===== src/rtl/dawson32_mul_core.sv =====
// ---------------------------------------------------------------------------
// dawson32_mul_core
// Single-precision (IEEE-754 binary32) multiplier, responder side of the
// Dawson stb/ack operand/result protocol. Operand A and operand B arrive on
// separate strobe/acknowledge channels. The product is computed by a
// multi-cycle FSM and offered on a strobe/acknowledge result channel.
// Denormal inputs are flushed to zero, results never denormalise, every NaN
// result is the QNAN pattern, rounding is round-to-nearest-even.
//
// Ports
//   clk            rising-edge clock
//   rst            synchronous active-high reset
//   input_a        operand A, captured on the A transfer edge
//   input_a_stb    initiator has A valid
//   input_a_ack    core ready for A (state GET_A)
//   input_b        operand B, captured on the B transfer edge
//   input_b_stb    initiator has B valid
//   input_b_ack    core ready for B (state GET_B)
//   output_z       registered product bit pattern
//   output_z_stb   result valid (state PUT_Z)
//   output_z_ack   initiator accepts result
// ---------------------------------------------------------------------------
`timescale 1ns/1ps
module dawson32_mul_core #(
  parameter logic [31:0] QNAN = 32'h7FC00000
) (
  input  logic        clk,
  input  logic        rst,
  input  logic [31:0] input_a,
  input  logic        input_a_stb,
  output logic        input_a_ack,
  input  logic [31:0] input_b,
  input  logic        input_b_stb,
  output logic        input_b_ack,
  output logic [31:0] output_z,
  output logic        output_z_stb,
  input  logic        output_z_ack
);

  localparam int unsigned W_WORD = 32;
  localparam int unsigned W_EXP  = 10;
  localparam int unsigned W_MANT = 24;
  localparam int unsigned W_PROD = 2 * W_MANT;

  // Unbiased exponent markers: all-ones field and all-zeros field
  localparam logic signed [W_EXP-1:0] EXP_SPECIAL = 10'sd128;
  localparam logic signed [W_EXP-1:0] EXP_ZERO    = -10'sd127;
  localparam logic signed [W_EXP-1:0] EXP_MAX     = 10'sd127;
  localparam logic signed [W_EXP-1:0] EXP_MIN     = -10'sd126;
  localparam logic signed [W_EXP-1:0] EXP_BIAS    = 10'sd127;

  typedef enum logic [3:0] {
    GET_A     = 4'd0,
    GET_B     = 4'd1,
    UNPACK    = 4'd2,
    SPECIAL   = 4'd3,
    MULTIPLY  = 4'd4,
    NORMALISE = 4'd5,
    ROUND     = 4'd6,
    PACK      = 4'd7,
    PUT_Z     = 4'd8
  } state_t;

  state_t                   r_state;
  logic [W_WORD-1:0]        r_a;
  logic [W_WORD-1:0]        r_b;
  logic [W_WORD-1:0]        r_z;
  logic                     r_a_s;
  logic                     r_b_s;
  logic                     r_z_s;
  logic signed [W_EXP-1:0]  r_a_e;
  logic signed [W_EXP-1:0]  r_b_e;
  logic signed [W_EXP-1:0]  r_z_e;
  logic [W_MANT-1:0]        r_a_m;
  logic [W_MANT-1:0]        r_b_m;
  logic [W_MANT-1:0]        r_z_m;
  logic [W_PROD-1:0]        r_prod;
  logic                     r_guard;
  logic                     r_round;
  logic                     r_sticky;

  // Operand classification from the unpacked fields
  logic w_a_nan;
  logic w_b_nan;
  logic w_a_inf;
  logic w_b_inf;
  logic w_a_zero;
  logic w_b_zero;
  logic w_sign;

  assign w_a_nan  = (r_a_e == EXP_SPECIAL) && (r_a_m[W_MANT-2:0] != '0);
  assign w_b_nan  = (r_b_e == EXP_SPECIAL) && (r_b_m[W_MANT-2:0] != '0);
  assign w_a_inf  = (r_a_e == EXP_SPECIAL) && (r_a_m[W_MANT-2:0] == '0);
  assign w_b_inf  = (r_b_e == EXP_SPECIAL) && (r_b_m[W_MANT-2:0] == '0);
  // A zero exponent field covers both true zero and denormals (flushed)
  assign w_a_zero = (r_a_e == EXP_ZERO);
  assign w_b_zero = (r_b_e == EXP_ZERO);
  assign w_sign   = r_a_s ^ r_b_s;

  // Rounding increment with room for the mantissa carry-out
  logic [W_MANT:0] w_m_inc;
  logic            w_round_up;

  assign w_m_inc    = {1'b0, r_z_m} + (W_MANT+1)'(1);
  assign w_round_up = r_guard & (r_round | r_sticky | r_z_m[0]);

  // Biased exponent for a normal result; only valid when in range
  logic [7:0] w_exp_biased;

  assign w_exp_biased = 8'(r_z_e + EXP_BIAS);

  // Handshake outputs decoded from the state register only
  assign input_a_ack  = (r_state == GET_A);
  assign input_b_ack  = (r_state == GET_B);
  assign output_z_stb = (r_state == PUT_Z);
  assign output_z     = r_z;

  // Control and datapath sequencer
  always_ff @(posedge clk) begin
    if (rst) begin
      r_state <= GET_A;
      r_z     <= '0;
    end else begin
      unique case (r_state)
        GET_A: begin
          if (input_a_stb) begin
            r_a     <= input_a;
            r_state <= GET_B;
          end
        end

        GET_B: begin
          if (input_b_stb) begin
            r_b     <= input_b;
            r_state <= UNPACK;
          end
        end

        UNPACK: begin
          r_a_s   <= r_a[31];
          r_b_s   <= r_b[31];
          r_a_e   <= $signed({2'b00, r_a[30:23]}) - EXP_BIAS;
          r_b_e   <= $signed({2'b00, r_b[30:23]}) - EXP_BIAS;
          // Hidden bit only for normal operands
          r_a_m   <= {(r_a[30:23] != 8'd0), r_a[22:0]};
          r_b_m   <= {(r_b[30:23] != 8'd0), r_b[22:0]};
          r_state <= SPECIAL;
        end

        SPECIAL: begin
          if (w_a_nan || w_b_nan) begin
            r_z     <= QNAN;
            r_state <= PUT_Z;
          end else if (w_a_inf || w_b_inf) begin
            // Inf times zero has no meaningful value
            r_z     <= (w_a_zero || w_b_zero) ? QNAN : {w_sign, 8'hFF, 23'd0};
            r_state <= PUT_Z;
          end else if (w_a_zero || w_b_zero) begin
            r_z     <= {w_sign, 31'd0};
            r_state <= PUT_Z;
          end else begin
            r_state <= MULTIPLY;
          end
        end

        MULTIPLY: begin
          r_z_s   <= w_sign;
          r_z_e   <= r_a_e + r_b_e;
          r_prod  <= W_PROD'(r_a_m) * W_PROD'(r_b_m);
          r_state <= NORMALISE;
        end

        NORMALISE: begin
          // Product of two [1,2) mantissas lies in [1,4): at most one shift
          if (r_prod[W_PROD-1]) begin
            r_z_m    <= r_prod[47:24];
            r_guard  <= r_prod[23];
            r_round  <= r_prod[22];
            r_sticky <= |r_prod[21:0];
            r_z_e    <= r_z_e + 10'sd1;
          end else begin
            r_z_m    <= r_prod[46:23];
            r_guard  <= r_prod[22];
            r_round  <= r_prod[21];
            r_sticky <= |r_prod[20:0];
          end
          r_state <= ROUND;
        end

        ROUND: begin
          if (w_round_up) begin
            if (w_m_inc[W_MANT]) begin
              // 1.111..1 rounded up becomes 10.0: renormalise to 1.0
              r_z_m <= {1'b1, (W_MANT-1)'(0)};
              r_z_e <= r_z_e + 10'sd1;
            end else begin
              r_z_m <= w_m_inc[W_MANT-1:0];
            end
          end
          r_state <= PACK;
        end

        PACK: begin
          if (r_z_e > EXP_MAX) begin
            r_z <= {r_z_s, 8'hFF, 23'd0};
          end else if (r_z_e < EXP_MIN) begin
            r_z <= {r_z_s, 31'd0};
          end else begin
            r_z <= {r_z_s, w_exp_biased, r_z_m[W_MANT-2:0]};
          end
          r_state <= PUT_Z;
        end

        PUT_Z: begin
          if (output_z_ack) begin
            r_state <= GET_A;
          end
        end

        default: begin
          r_state <= GET_A;
        end
      endcase
    end
  end

endmodule


===== config.mk =====
export PLATFORM = sky130hd
export DESIGN_NAME = dawson32_mul_core
export DESIGN_NICKNAME = d
export VERILOG_FILES = /design/src/rtl/dawson32_mul_core.sv
export SDC_FILE = /design/constraint.sdc
export NUM_CORES = 2
export LEC_CHECK = 0
export ABC_AREA = 1
export CORE_ASPECT_RATIO = 1.2
export CORE_MARGIN = 5
export CORE_UTILIZATION = 40
export DETAILED_ROUTE_END_ITERATION = 10
export PLACE_DENSITY_LB_ADDON = 0.15
export SLEW_MARGIN = 20
export SYNTH_ARGS = -nofsm -noshare
export SYNTH_HDL_FRONTEND = slang
export SYNTH_SLANG_ARGS = --single-unit

===== constraint.sdc =====
create_clock -name clk -period 8.7 [get_ports clk]
set_input_delay 0.87 -clock clk [delete_from_list [all_inputs] [get_ports clk]]
set_output_delay 0.87 -clock clk [all_outputs]
set_load 0.02 [all_outputs]

==> metrics <==
Post-CTS Hold Buffers 0; final hold violation count 0; Sequential Area 7270 sq um; Final setup viols 0; CP Capture Type flip-flop; Routed Antenna Nets 0; first-pass GRT wire length 141 mm; family with the most delay on the worst path adder cells; wirelength, routed 86.9 mm; Routed WL per cell 17.7 um; largest family of logic cells by synthesized area adder cells; FMAX 145 MHz; Post-synth EDFFs 218; Clock Path Buffers 3; adder-cell area share of the yosys netlist 38.6%; fillers 7,933; Min Clock Period, post-route 6880 ps; Pins Over Slew Limit 0; Congestion Overflow GR 0; Finished Layout Cells 4,918; Die Area 83,800 sq um; setup_tns 0 ps; commonest non-fill, non-tap cell in the layout nand2_1; clk_skew 20.1 ps; die width 265 um; type of origin of the critical path flip-flop; fin crit share 79.1%; root buffer cell clkbuf_16; Post-Synth XOR/XNOR Area 1.85%; clock sinks 254; vias per cell 4.72; residual DRC count 0; vias 23.2k; largest net degree at the start of global routing 61; max-cap viol count 0; Setup Buffers After CTS 0; H-tree lvl count 2; data required time of the critical path 9010 ps; Avg Inst Size Synth 8.16 sq um; die height 316 um; critical path's largest stage delay 1000 ps; hold_ws 415 ps; Synth Register Bits 254; yosys warns 0; Worst-Margin Slew 993 ps; async set-reset flop share out of synthesis 0%; Worst path most repeated cell fa_1; Antenna diodes 0; TritonRoute pass-1 iters 5; Syn Std Cell Area 31,200 sq um; post-synth top area share 31.0%; status finished, final reports clean; fin area 34,600 sq um; top cells by area, synth fa_1 31%, edfxtp_1 21%, nand2_1 13%, inv_1 12%, ha_1 7.6%; area taken by multi-input logic gates 19,400 sq um; Top FF cell, synth edfxtp_1; DR iter-0 viols 1,170; detailed-placement wirelength estimate 69.7 mm; floorplan row count 112; worst-path fanout max 18; GP Congestion 0.919; Worst slew margin 33.8%; Synth Instances 3,827; IO Pins 104; CTS resizes 0; Compound-Gate Fraction of Synth Area 2.71%; CP max-delay cell edfxtp_1; Area Overhead vs Synth 10.8%; CP arrival 7190 ps; gr usage total 21.4%; mux contribution to synthesized area 0.132%; Reg clk slew, reported paths 60 ps; CTS tree done; Cell variety after synth 48; Post-Synthesis Net Count 4,569; Synth Area in Simple Gates 18.9%; CP Cell Sequence buf_4 -> nand2_1 -> fa_1 -> fa_1 -> inv_1 -> fa_1 -> inv_1 -> fa_1 -> inv_1 -> fa_1 -> fa_1 -> inv_1 -> fa_1 -> inv_1 -> ha_1 -> nand2_1 -> nor2_1 -> nand2_1 -> nor2_1 -> nand2_1 -> nand3_1 -> nand2_1 -> nand3_1 -> nand2_1; final-stage net count 4,608; port buffer count 103; layout cells sized above 1 4.45%; Seq/Total Area, Yosys 23.3%; WP buf/inv 6; core area 77,600 sq um; Num CTS Buffers 34; Cell Area, Placed 33,400 sq um; vias in the first global route 25.0k; Worst-Skew Late Latency 560 ps; placed cells 4,854; initial antenna violation count 0; Hold Crit Class flip-flop to flip-flop; RSZ-0062 raised after global routing no; Initial Util 40.2%; area leader, netlist fa_1; crit path kind flip-flop to flip-flop; commonest non-fill, non-tap cells in the layout 1,076 x nand2_1, 1,028 x inv_1, 483 x fa_1
[final timing paths]
kind	start	to	slack, ps	cells past startpoint
worst max-delay path	r_b_m[10]	r_prod[41]	1820	24
worst min register to register	r_a[7]	r_a_m[7]	410	0
worst min-delay path	r_a[7]	r_a_m[7]	410	0
worst max register to register	r_b_m[10]	r_prod[41]	1820	24
[routing by layer]
| metal | track usage (%) | part of all wire (%) |
|---|---|---|
| met1 | 26.7 | 42 |
| met2 | 39.3 | 51 |
| met5 | 0 | 0 |
| met4 | 5.88 | 3.0 |
| met3 | 2.36 | 4.1 |
[sequential cells by signal, summed over array words and instances, names as in the netlist]
name and flops:
r_b 32, r_z_e 10, r_a_m 24, r_sticky 1, r_a_e 9, r_round 1, r_prod 48, r_b_s 1
output_z 32, r_state 4, r_b_e 9, r_z_m 24, r_a_s 1, r_guard 1, r_b_m 24, r_a 32
r_z_s 1
[kinds of logic (layout without fill, tap and decap cells)]
family,count (synthesis),after routing
simple gates,1472,1472
buf+inv,1206,1271
fa+ha+maj,673,673
flops,254,254
compound gates,152,152
xor+xnor,66,66
mux,4,4
[area by class of cell]
class,instances,area share [%]
Clock buffer,42,2.71
Clock inverter,20,0.680
Inverter,1045,11.3
Multi-Input combinational cell,2367,56.2
Sequential cell,254,21.0
Tap cell,1026,3.71
Timing Repair Buffer,164,4.37
[cell usage after synthesis (2+ instances only)]
library cell and n:
nor2_4 4, nand4_1 19, nor2_2 8, nand3_2 3, mux2i_1 3, ha_1 190
a31oi_1 2, a21o_1 2, dfxtp_1 36, nor2_1 225, nand2_2 7, nand2_1 1076
nand3_1 85, o21bai_1 11, buf_2 3, clkbuf_1 153, nor3_2 4, inv_1 1028
o22ai_1 6, or2_2 2, o21ai_1 6, inv_2 16, nor4_1 7, o211ai_1 3
buf_4 4, edfxtp_1 218, o21ai_0 34, xnor2_1 14, a31o_2 2, fa_1 483
a21oi_1 80, a31o_1 2, xor2_1 52, nor3_1 25
[per-stage QoR]
step,utilization (%),worst slack (ps)
3_5_place_dp,43.0,1760
6_report,44.6,1820
5_1_grt,44.6,1490
2_1_floorplan,-,2390
4_1_cts,44.5,1750
3_3_place_gp,43.0,1670
Power is left out: the tool's default activity adds up to more than one toggle a clock period on the data nets, which glitch-free logic cannot reach.
